**config.mk**
```make
export PLATFORM = sky130hd
export DESIGN_NAME = mem_ctrl
export DESIGN_NICKNAME = d
export VERILOG_FILES = /design/src/rtl/mem_ctrl_pkg.sv /design/src/rtl/mem_ctrl.sv
export SDC_FILE = /design/constraint.sdc
export NUM_CORES = 1
export LEC_CHECK = 0
export BUFFER_PORTS_ARGS = -buffer_cell sky130_fd_sc_hd__buf_4
export CORE_UTILIZATION = 35
export DETAILED_ROUTE_END_ITERATION = 8
export GPL_TIMING_DRIVEN = 0
export PLACE_DENSITY = 0.66
export SYNTH_ARGS = -nofsm -noshare
export SYNTH_HDL_FRONTEND = slang
export SYNTH_SLANG_ARGS = --single-unit
```
**constraint.sdc**
```tcl
create_clock -name clk -period 3.13 [get_ports clk]
set_input_delay 0.313 -clock clk [delete_from_list [all_inputs] [get_ports clk]]
set_output_delay 0.313 -clock clk [all_outputs]
set_load 0.02 [all_outputs]
```
**src/rtl/mem_ctrl_pkg.sv**
```systemverilog
// mem_ctrl_pkg: shared constants, state encoding and helpers for the memory controller
package mem_ctrl_pkg;
  localparam logic [31:0] MC_IO_BASE = 32'h0003_0000;
  localparam logic [2:0] F3_LB = 3'b000, F3_LH = 3'b001, F3_LW = 3'b010, F3_LBU = 3'b100, F3_LHU = 3'b101;
  localparam logic [2:0] F3_SB = 3'b000, F3_SH = 3'b001, F3_SW = 3'b010;
  localparam logic [1:0] MC_IDLE = 2'd0, MC_FETCH = 2'd1, MC_LOAD = 2'd2, MC_STORE = 2'd3;
  function automatic logic [2:0] nbytes(input logic [1:0] sz);
    return sz == 2'b00 ? 3'd1 : sz == 2'b01 ? 3'd2 : 3'd4;
  endfunction
  function automatic logic [31:0] ext_load(input logic [2:0] op, input logic [31:0] d);
    return op[1] ? d : op[0] ? {{16{d[15] & ~op[2]}}, d[15:0]} : {{24{d[7] & ~op[2]}}, d[7:0]};
  endfunction
endpackage

```
**src/rtl/mem_ctrl.sv**
```systemverilog
// mem_ctrl: serialises one word-level LSB/IF request at a time over the 8-bit little-endian memory bus
module mem_ctrl
  import mem_ctrl_pkg::*;
#(
  parameter logic [31:0] IO_BASE = MC_IO_BASE
) (
  input  logic        clk,
  input  logic        rst,
  input  logic        rdy,
  input  logic        rob_clear,
  input  logic        lsb_req,
  input  logic        lsb_is_store,
  input  logic [2:0]  lsb_op,
  input  logic [31:0] lsb_addr,
  input  logic [31:0] lsb_wdata,
  output logic        lsb_welcome,
  output logic        lsb_done,
  output logic [31:0] lsb_rdata,
  input  logic        if_req,
  input  logic [31:0] if_addr,
  output logic        if_done,
  output logic [31:0] if_instr,
  input  logic [7:0]  mem_din,
  output logic [7:0]  mem_dout,
  output logic [31:0] mem_a,
  output logic        mem_wr,
  input  logic        io_buffer_full
);
  logic [1:0] state;
  logic [2:0] op, cnt, n;
  logic [31:0] addr, wdata, buf_q, buf_n, a_q, cur_a;
  logic [7:0] d_q;
  logic [4:0] sh_r, sh_w;
  logic sup, ld_done, f_done, rd_act, st, io_hold, accept_ok;
  // byte sequencing: current address/data byte, IO throttling and assembly of the incoming byte
  always_comb begin
    n = nbytes(op[1:0]);
    st = state == MC_STORE;
    rd_act = (state == MC_LOAD || state == MC_FETCH) && cnt < n;
    cur_a = addr + {29'd0, cnt};
    io_hold = st && cur_a >= IO_BASE && io_buffer_full;
    sh_r = {cnt[1:0] - 2'd1, 3'b000};
    sh_w = {cnt[1:0], 3'b000};
    buf_n = (buf_q & ~(32'hFF << sh_r)) | ({24'd0, mem_din} << sh_r);
    accept_ok = state == MC_IDLE && !rob_clear && !ld_done && !f_done;
    lsb_welcome = rdy && accept_ok;
    mem_a = (rd_act || st) ? cur_a : a_q;
    mem_dout = st ? 8'(wdata >> sh_w) : d_q;
    mem_wr = rdy && st && !io_hold;
    lsb_done = rdy && ld_done;
    if_done = rdy && f_done;
  end
  // request acceptance, per-byte progress, completion and flush handling
  always_ff @(posedge clk)
    if (rst) begin
      state <= MC_IDLE;
      op <= 3'd0;
      cnt <= 3'd0;
      addr <= 32'd0;
      wdata <= 32'd0;
      buf_q <= 32'd0;
      a_q <= 32'd0;
      d_q <= 8'd0;
      sup <= 1'b0;
      ld_done <= 1'b0;
      f_done <= 1'b0;
      lsb_rdata <= 32'd0;
      if_instr <= 32'd0;
    end else if (rdy) begin
      ld_done <= 1'b0;
      f_done <= 1'b0;
      if (rd_act || st) a_q <= cur_a;
      if (st) d_q <= mem_dout;
      if (state == MC_IDLE) begin
        cnt <= 3'd0;
        sup <= 1'b0;
        buf_q <= 32'd0;
        if (accept_ok && lsb_req) begin
          state <= lsb_is_store ? MC_STORE : MC_LOAD;
          addr <= lsb_addr;
          op <= lsb_op;
          wdata <= lsb_wdata;
        end else if (accept_ok && if_req) begin
          state <= MC_FETCH;
          addr <= if_addr;
          op <= F3_LW;
        end
      end else if (st) begin
        if (rob_clear) sup <= 1'b1;
        if (!io_hold) begin
          cnt <= cnt + 3'd1;
          if (cnt == n - 3'd1) begin
            state <= MC_IDLE;
            ld_done <= !(sup || rob_clear);
            lsb_rdata <= 32'd0;
          end
        end
      end else if (rob_clear) begin
        state <= MC_IDLE;
      end else begin
        cnt <= cnt + 3'd1;
        if (cnt != 3'd0) buf_q <= buf_n;
        if (cnt == n) begin
          state <= MC_IDLE;
          if (state == MC_LOAD) begin
            ld_done <= 1'b1;
            lsb_rdata <= ext_load(op, buf_n);
          end else begin
            f_done <= 1'b1;
            if_instr <= buf_n;
          end
        end
      end
    end
endmodule

```
==> results of run 1 <==
==> routing by layer <==
layer  global-route usage (%)  routed length, um
met2                     37.3              16100
met5                        0                  0
met4                     5.89                689
met3                     3.16               2250
met1                     29.9              15600
==> layout by cell type (no fill, tap or decap), drive strengths merged, types with 15 or more instances in the layout <==
cell / n
ha: 15
buf: 270
xnor2: 21
nor2: 155
nor2b: 39
a21oi: 140
clkbuf: 104
mux2i: 62
mux2: 15
nand2: 166
nor3: 45
a211oi: 68
dfxtp: 211
nand3: 21
o21ai: 56
==> worst reg2reg max path, cell delays in order (launching register included) <==
cell and delay (ns):
dfxtp_2 0.39, nand4_1 0.18, buf_4 0.20, or4_1 0.56, nor4_1 0.32, o22ai_1 0.17, or4_4 0.57, o21ba_4 0.25
buf_4 0.14, buf_8 0.13, clkbuf_16 0.16, o21ai_2 0.11, a21oi_1 0.08
==> timing repair <==
action / 4_1_cts / 5_1_grt
hold buffers: 0 / 0
resized for setup: 66 / 94
endpoints found under the setup margin: 135 / 91
setup buffers: 17 / 17
pin swaps: 29 / 47
cloned: 0 / 2
==> stage by stage <==
step / area (um2) / util, % / power (mW) / hold slack, ns
5_1_grt: 13800 / 49.1 / 6.88 / 0.0240
3_3_place_gp: 12300 / 43.8 / 3.79 / 0.440
3_5_place_dp: 12300 / 43.8 / 3.80 / 0.447
4_1_cts: 13400 / 47.5 / 6.60 / 0.0182
2_1_floorplan: 10200 / - / 3.42 / 0.433
6_report: 13800 / 49.1 / 6.63 / 0.0303
==> registers in the layout (all words and copies together), names as in the netlist, 2 cells and up <==
register	count
d_q	8
cnt	3
if_instr	32
addr	32
state	2
buf_q	32
op	3
wdata	32
lsb_rdata	32
a_q	32
==> layout make-up <==
cell class / count / area, um2 / area share, %
inverter: 12 / 47.5 / 0.343
timing repair buffer: 257 / 2030 / 14.7
tap: 378 / 473 / 3.42
clock buffer: 33 / 707 / 5.11
buffer: 85 / 395 / 2.86
multi-input combinational: 923 / 5860 / 42.3
clock inverter: 11 / 70.1 / 0.506
sequential: 211 / 4260 / 30.8
==> cells by family after synthesis <==
kind of cell	Yosys count
compound gates	304
xor+xnor	34
fa+ha+maj	16
buf+inv	107
flops	211
mux	85
simple gates	484
==> worst max-delay path by stage <==
stage,end,startpoint
floorplan,mem_wr,addr[5]$_SDFFE_PP0P_
global placement,lsb_rdata[15]$_SDFFE_PP0P_,op[1]$_SDFFE_PP0P_
detailed placement,mem_a[4],op[1]$_SDFFE_PP0P_
CTS,mem_wr,addr[15]$_SDFFE_PP0P_
global route,mem_wr,addr[9]$_SDFFE_PP0P_
finish,mem_wr,addr[9]$_SDFFE_PP0P_
==> power groups by stage <==
stage	registers, mW	logic [mW]	clock network, mW
after floorplan	2.88	0.547	0
after CTS	2.84	0.945	2.81
after global placement	2.89	0.906	0
after detailed placement	2.89	0.916	0
final	2.85	1.02	2.76
after global routing	2.86	1.10	2.92
==> flow_summary.toml, run 1 <==
[cts]
clk_pin_slew_ns = 0.06
worstSkewPairLatency_ns = 0.54
cts_sinks = 211
clock-root-buffer = "clkbuf_16"
clk_path_buf_depth = 3
cts_tree = "built"
cts_buffers = 25
cts.htree.levels = 1

[job]
max_cap_viol_count = 0

[synth]
synth-compound-area-share_pct = 18.2
yosys_warnings = 0
ys_top_cells_by_area = "dfxtp_1 (42%), a21oi_1 (6.9%), nand2_1 (6.1%)"
ys_ff_latch = 211
synth_edf_count = 0
avgSynthCellArea_um2 = 8.18
seq_area_frac_synth_pct = 41.6
synthSimpleGateAreaFrac_pct = 21.5
synth.distinct_cells = 55
synth.most_common_cell = "dfxtp_1"
synth.mux.area_fraction_pct = 9.59
synth_top_area_share_pct = 41.6
netlist_area_um2 = 10100
synth_top_cell_by_area = "dfxtp_1"
netlist_instances = 1241
synthAdderAreaFrac_pct = 2.05
synth_top_family_by_area = "simple AND/OR/NAND/NOR gates"
syn_nets = 1372
ys.flop_type = "dfxtp_1"
synth_common_cells = "dfxtp_1 (211), nand2_1 (166), nor2_1 (155), a21oi_1 (139), clkbuf_1 (82)"
synth_xor_area_share_pct = 2.93
async_flop_share_pct = 0

[setup_path]
cp-end-kind = "output pin"
critical-path-max-stage-delay_ns = 0.57
timing.critical_path.buf_inv = 3
rr_endpoint = "lsb_rdata[5]$_SDFFE_PP0P_"
cp_data_arrival_time_ns = 3.47
cp_max_fo = 7
cp-start-kind = "flip-flop"
required_ns = 2.82
reg2reg_setup_slack_ns = -0.26
critPathKind = "flip-flop to output pin"
r2r_start = "addr[9]$_SDFFE_PP0P_"
critPathMostFrequentCell = "buf_6"
worstRegToRegCells = 12
slowest_stage = "or4_4"
crit_family = "simple AND/OR/NAND/NOR gates"
crit_chain = "nand4_1, buf_4, or4_1, nor4_1, o22ai_1, or4_4, o21ba_4, buf_6, nor2_4, buf_6"
path_depth = 10

[placed_design]
dp_hpwl_mm = 24.9
gp_congestion = 0.912
portBuffers = 221
placedCellCount = 1840
dpl_worst_slack_ns = -0.899

[route]
vias = 9994
via_per_inst = 5.23
drt_iter0_drc = 713
drc = 0
first_pass_iters = 5
wl_mm = 34.6
postRouteAntennaNets = 0
wl_per_cell_um = 18.1

[pwr]
p_comb_share_pct = 15.4
p_sw_mw = 1.85
p_int_mw = 4.78
switching_share_pct = 27.9
ir_drop_mv = 0.384
p_leak_nw = 5.32
seqPwrFrac_pct = 43.0
pwr_density_cell_nw_per_um2 = 479
clockPowerShare_pct = 41.7

[hold_path]
hp-start = "lsb_op[2]"
whs_path_depth = 3
holdCritPathClass = "input port to flip-flop"
min_to = "op[2]$_SDFFE_PP0P_"

[floorplanning]
die_height_um = 172
dieArea_um2 = 29700
io_pins = 223
die_width_um = 172
fp.coreArea_um2 = 28200
rows = 61
initial_utilization_pct = 36.0

[timing]
slew_headroom_pct = 38.1
hold_viol_final = 0
fin_crit_sh_pct = 121
setup_tns_ns = -7.87
finClkSkew_ns = 0.0190
period_needed_ns = 3.78
tightest_slew_ns = 0.928
setup_violations = 43
rsz0062_at_grt = "yes"
maxSlewViolCount = 0
fmax_mhz = 264
fin_ws_ns = -0.655

[global_routing]
grt_max_degree = 13
track_usage_pct = 22.3
antenna_found_initial = 0
grt_pass1_vias = 9401
gr-total-overflow = 0
grt_pass1_wl_mm = 51.2

[layout]
area_growth_pct = 36.4
layout.nets = 1646
fill_cells = 2730
layout-drive-gt1-share_pct = 27.9
antennaDiodeCount = 0
fin_cells = 1910

[run_status]
status = "complete, but fails checks"
violations = "setup timing"
(Power assumes the default switching activity.)
==> run 2: changes to the inputs <==
--- a/config.mk
+++ b/config.mk
@@ -6,6 +6,7 @@
 export NUM_CORES = 1
 export LEC_CHECK = 0
 export BUFFER_PORTS_ARGS = -buffer_cell sky130_fd_sc_hd__buf_4
+export CORE_MARGIN = 4
 export CORE_UTILIZATION = 35
 export DETAILED_ROUTE_END_ITERATION = 8
 export GPL_TIMING_DRIVEN = 0
==> run 2 against run 1 <==
  * The run still ends with setup timing left
  * Sequential cell count did not move
  * Utilization fell by 0.39 points
  * Wire length rose by 1.7%
  * Final cell count rose by 0.63%
  * Design area rose by 0.83%
  * Largest cell class unchanged
==> flow_summary.toml, run 2 (synthesis results as in run 1) <==
[timing]
fin_ws_ns = -0.650
fmax_mhz = 265
maxSlewViolCount = 0
fin_crit_sh_pct = 121
finClkSkew_ns = 0.0333
tightest_slew_ns = 0.877
slew_headroom_pct = 41.6
rsz0062_at_grt = "yes"
setup_tns_ns = -8.69
setup_violations = 44
period_needed_ns = 3.78
hold_viol_final = 0

[floorplanning]
io_pins = 223
dieArea_um2 = 31800
die_width_um = 178
rows = 62
fp.coreArea_um2 = 28600
die_height_um = 178
initial_utilization_pct = 35.5

[route]
drc = 0
wl_per_cell_um = 18.3
first_pass_iters = 6
via_per_inst = 5.25
drt_iter0_drc = 599
postRouteAntennaNets = 0
vias = 10100
wl_mm = 35.2

[layout]
layout_common_cells = "buf_4 (246), dfxtp_1 (194), nand2_1 (165)"
fill_cells = 2700
stdcell_area_um2 = 14000
layout-drive-gt1-share_pct = 28.7
layout.nets = 1651
antennaDiodeCount = 0
area_growth_pct = 37.5
final_util_pct = 48.8
mostFrequentLayoutCell = "buf_4"

[pwr]
ir_drop_mv = 0.400
clockPowerShare_pct = 43.1
seqPwrFrac_pct = 42.3
switching_share_pct = 27.4
total_power_mw = 6.73
p_comb_share_pct = 14.6
p_int_mw = 4.88
p_sw_mw = 1.85
pwr_density_cell_nw_per_um2 = 482
p_leak_nw = 5.36

[setup_path]
r2r_start = "addr[8]$_SDFFE_PP0P_"
cp_data_arrival_time_ns = 3.47
required_ns = 2.82
cp_max_fo = 3
cp-end-kind = "output pin"
cp-start-kind = "flip-flop"
startpoint = "addr[8]$_SDFFE_PP0P_"
critPathKind = "flip-flop to output pin"

[cts]
cts_buffers = 24
cts_sinks = 211
worstSkewPairLatency_ns = 0.55
cts.htree.levels = 1
clk_path_buf_depth = 3
clock-root-buffer = "clkbuf_16"
holdBufCountCts = 0
cts_tree = "built"
clk_pin_slew_ns = 0.06

[placed_design]
gp_congestion = 0.913
dpl_cell_area_um2 = 12400
dp_hpwl_mm = 25.6
dpl_worst_slack_ns = -0.907
portBuffers = 221

[run_status]
status = "complete, but fails checks"
violations = "setup timing"

[hold_path]
hp-start = "lsb_wdata[15]"
holdCritPathClass = "input port to flip-flop"

[global_routing]
gr-total-overflow = 0
track_usage_pct = 21.0
grt_pass1_wl_mm = 53.2
grt_pass1_vias = 9621
antenna_found_initial = 1
grt_max_degree = 14

[job]
max_cap_viol_count = 0
run 2: cell count changes in the layout (fill, tap and decap cells not counted), moves of 3 or more:
cell      before  now
o21ai_1       18    5
buf_12         4    1
buf_6          9   16
dfxtp_2       13    9
clkbuf_8       3    6
o21ai_2       27   24
a21oi_1      135  129
o21ai_0        9   23
clkbuf_2       4    8
a21oi_2        3    9
clkbuf_1      67   62
run 2: final timing paths:
| kind | cells after the start | to | slack, ns |
|---|---|---|---|
| hold reg to reg | 2 | d_q[1]$_SDFFE_PP0P_ | 0.45 |
| setup / recovery | 9 | mem_wr | -0.65 |
| setup reg to reg | 12 | lsb_rdata[30]$_SDFFE_PP0P_ | -0.30 |
| hold / removal | 3 | wdata[15]$_SDFFE_PP0P_ | 0.02 |
run 2: layer usage:
layer	vias to the layer above	global-route usage, %	share of wire [%]
li1	4897	-	-
met1	4712	28.6	44
met4	2	6.36	3.0
met3	72	4.28	8.0
met2	403	33.5	45
met5	-	0	0.057
run 2: power groups by stage:
stage               registers [mW]  logic, mW  clock network [mW]
floorplan                     2.88      0.547                   0
global placement              2.89      0.907                   0
detailed placement            2.89      0.914                   0
CTS                           2.84      0.958                2.93
global route                  2.86       1.07                3.05
finish                        2.85      0.982                2.90
run 2: final cells by class:
cell class | instances | area, um2 | share of cell area (%)
buffer | 86 | 399 | 2.86
clock buffer | 31 | 688 | 4.93
clock inverter | 13 | 128 | 0.914
inverter | 12 | 48.8 | 0.350
multi-input combinational | 923 | 5900 | 42.2
sequential | 211 | 4270 | 30.6
tap | 384 | 480 | 3.44
timing repair buffer | 262 | 2050 | 14.7
run 2: through the flow:
step	cells	hold WS (ns)
final	1922	0.0163
after global routing	1922	0.0193
after CTS	1911	0.00942
after detailed placement	1846	0.447
after global placement	1846	0.439
after floorplan	1241	0.433
run 2: timing repair:
item / in CTS / in global routing
resized for setup: 93 / 81
cloned: 2 / 1
endpoints found under the setup margin: 136 / 90
buffers inserted: 23 / 19
pin swaps: 32 / 52
run 2: worst max-delay path, stage by stage, from the launching register on:
cell and delay (ns):
dfxtp_4 0.37, nand4_4 0.11, or4_4 0.56, or4_4 0.55, mux2_4 0.32, or4_4 0.47, o21ba_4 0.24, buf_6 0.12
nor2_4 0.08, buf_6 0.13
==> run 3: changes to the inputs <==
--- a/config.mk
+++ b/config.mk
@@ -6,11 +6,13 @@
 export NUM_CORES = 1
 export LEC_CHECK = 0
 export BUFFER_PORTS_ARGS = -buffer_cell sky130_fd_sc_hd__buf_4
+export CELL_PAD_IN_SITES_DETAIL_PLACEMENT = 1
+export CELL_PAD_IN_SITES_GLOBAL_PLACEMENT = 1
 export CORE_MARGIN = 4
 export CORE_UTILIZATION = 35
 export DETAILED_ROUTE_END_ITERATION = 8
 export GPL_TIMING_DRIVEN = 0
-export PLACE_DENSITY = 0.66
+export PLACE_DENSITY = 0.82
 export SYNTH_ARGS = -nofsm -noshare
 export SYNTH_HDL_FRONTEND = slang
 export SYNTH_SLANG_ARGS = --single-unit
==> run 3 against run 2 <==
  * The run still ends with setup timing left
  * Sequential power barely moved
  * Final cell count is 0.57% higher
  * Die area unchanged
  * Global-route usage is 3.6 points higher
  * Utilization grew 0.85 points
  * Non-clock buffer count up 9
  * Via count up 5.9%
  * Wire length increased by 19%
  * First-iteration DRC count increased by 18%
  * Setup slack worse by 0.024 ns
  * Clock skew down 0.0034 ns
  * Design area is 1.7% higher
==> flow_summary.toml, run 3 (synthesis results as in run 1) <==
[timing]
setup_violations = 44
tightest_slew_ns = 0.967
fin_crit_sh_pct = 122
rsz0062_at_grt = "yes"
fmax_mhz = 263
slew_headroom_pct = 35.5
maxSlewViolCount = 0
fin_ws_ns = -0.673
finClkSkew_ns = 0.0299
period_needed_ns = 3.80
hold_viol_final = 0

[run_status]
violations = "setup timing"
status = "complete, but fails checks"

[setup_path]
rr_endpoint = "lsb_rdata[31]$_SDFFE_PP0P_"
r2r_start = "cnt[0]$_SDFFE_PP0P_"
cp_data_arrival_time_ns = 3.49
cp_max_fo = 3
critPathKind = "flip-flop to output pin"
cp-start-kind = "flip-flop"
reg2reg_setup_slack_ns = -0.33
startpoint = "cnt[0]$_SDFFE_PP0P_"
cp-end-kind = "output pin"
worstRegToRegCells = 14
required_ns = 2.82

[pwr]
p_leak_nw = 5.47
total_power_mw = 7.13
ir_drop_mv = 0.382
switching_share_pct = 27.3
clockPowerShare_pct = 45.5
pwr_density_cell_nw_per_um2 = 502
p_comb_share_pct = 14.5
seqPwrFrac_pct = 40.0
p_sw_mw = 1.95
p_int_mw = 5.18

[layout]
layout_common_cells = "buf_4 (263), dfxtp_1 (194), nand2_1 (165)"
fill_cells = 3381
area_growth_pct = 39.9
layout-drive-gt1-share_pct = 30.0
mostFrequentLayoutCell = "buf_4"
layout.nets = 1661
antennaDiodeCount = 0

[floorplanning]
fp.coreArea_um2 = 28600
die_width_um = 178
dieArea_um2 = 31800
rows = 62
initial_utilization_pct = 35.5
io_pins = 223
die_height_um = 178

[route]
wl_per_cell_um = 21.6
wl_mm = 41.8
drt_iter0_drc = 709
first_pass_iters = 5
vias = 10700
postRouteAntennaNets = 0
drc = 0
via_per_inst = 5.53

[global_routing]
grt_pass1_wl_mm = 61.8
gr-total-overflow = 0
track_usage_pct = 24.5
antenna_found_initial = 0
grt_pass1_vias = 11000
grt_max_degree = 14

[cts]
clk_pin_slew_ns = 0.06
clock-root-buffer = "clkbuf_16"
worstSkewPairLatency_ns = 0.55
clk_path_buf_depth = 3
cts.htree.levels = 1
cts_buffers = 25
cts_tree = "built"
cts_sinks = 211

[placed_design]
dp_hpwl_mm = 28.5
portBuffers = 221
dpl_worst_slack_ns = -0.982
gp_congestion = 0.883

[job]
max_cap_viol_count = 0

[hold_path]
holdCritPathClass = "input port to flip-flop"
min_to = "wdata[7]$_SDFFE_PP0P_"
whs_path_depth = 3
hp-start = "lsb_wdata[7]"
[run 3: worst max-delay path by stage]
stage / end / slack (ns) / cells after the start
after detailed placement: mem_a[4] / -0.98 / 13
after global routing: mem_wr / -0.76 / 11
after floorplan: mem_wr / -0.002 / 8
final: mem_wr / -0.67 / 11
after global placement: lsb_rdata[15]$_SDFFE_PP0P_ / -1.34 / 10
after CTS: mem_wr / -0.79 / 10
[run 3: metal layers]
| metal | routed length [um] | track usage, % |
|---|---|---|
| met1 | 17100 | 29.9 |
| met2 | 21300 | 44.4 |
| met3 | 2260 | 4.15 |
| met4 | 1110 | 6.97 |
| met5 | 0 | 0 |
[run 3: stage by stage]
stage	utilization, %	TNS, ns	hold slack (ns)	cell area, um2	cells
after floorplan	-	-0.00228	0.433	10200	1241
after global placement	43.1	-81.30	0.438	12300	1846
after global routing	49.6	-12.68	0.0114	14200	1933
final	49.6	-8.27	0.0202	14200	1933
after CTS	47.9	-9.50	0.000842	13700	1917
after detailed placement	43.2	-91.56	0.447	12400	1847
[run 3: timing repair]
action,4_1_cts,5_1_grt
pin swaps,36,51
cloned,1,1
gates resized for setup,92,100
setup buffers,28,19
endpoints found under the setup margin,150,101
endpoints found under the hold margin,2,0
hold buffers,2,0
[run 3: power groups by stage]
stage | clock network [mW] | registers (mW) | logic, mW
detailed placement | 0 | 2.89 | 0.941
global placement | 0 | 2.89 | 0.913
floorplan | 0 | 2.88 | 0.547
CTS | 3.28 | 2.84 | 1.00
global route | 3.39 | 2.86 | 1.11
finish | 3.24 | 2.85 | 1.03
[run 3: cell type report]
cell class,instances,area [um2],share of cell area (%)
Multi-Input combinational cell,923,5970,42.0
Sequential cell,211,4270,30.0
Timing Repair Buffer,273,2120,14.9
Clock buffer,33,707,4.98
Tap cell,384,480,3.38
Buffer,84,404,2.85
Clock inverter,13,208,1.46
Inverter,12,48.8,0.344
[run 3: critical path: stages, from the launching register on]
cell and delay, ns:
dfxtp_4 0.36, ha_4 0.15, fa_2 0.23, a21o_1 0.18
nand3_4 0.10, or4_4 0.58, mux2_4 0.32, or4_4 0.45
o21ba_4 0.24, buf_6 0.13, nor2_4 0.07, buf_6 0.13
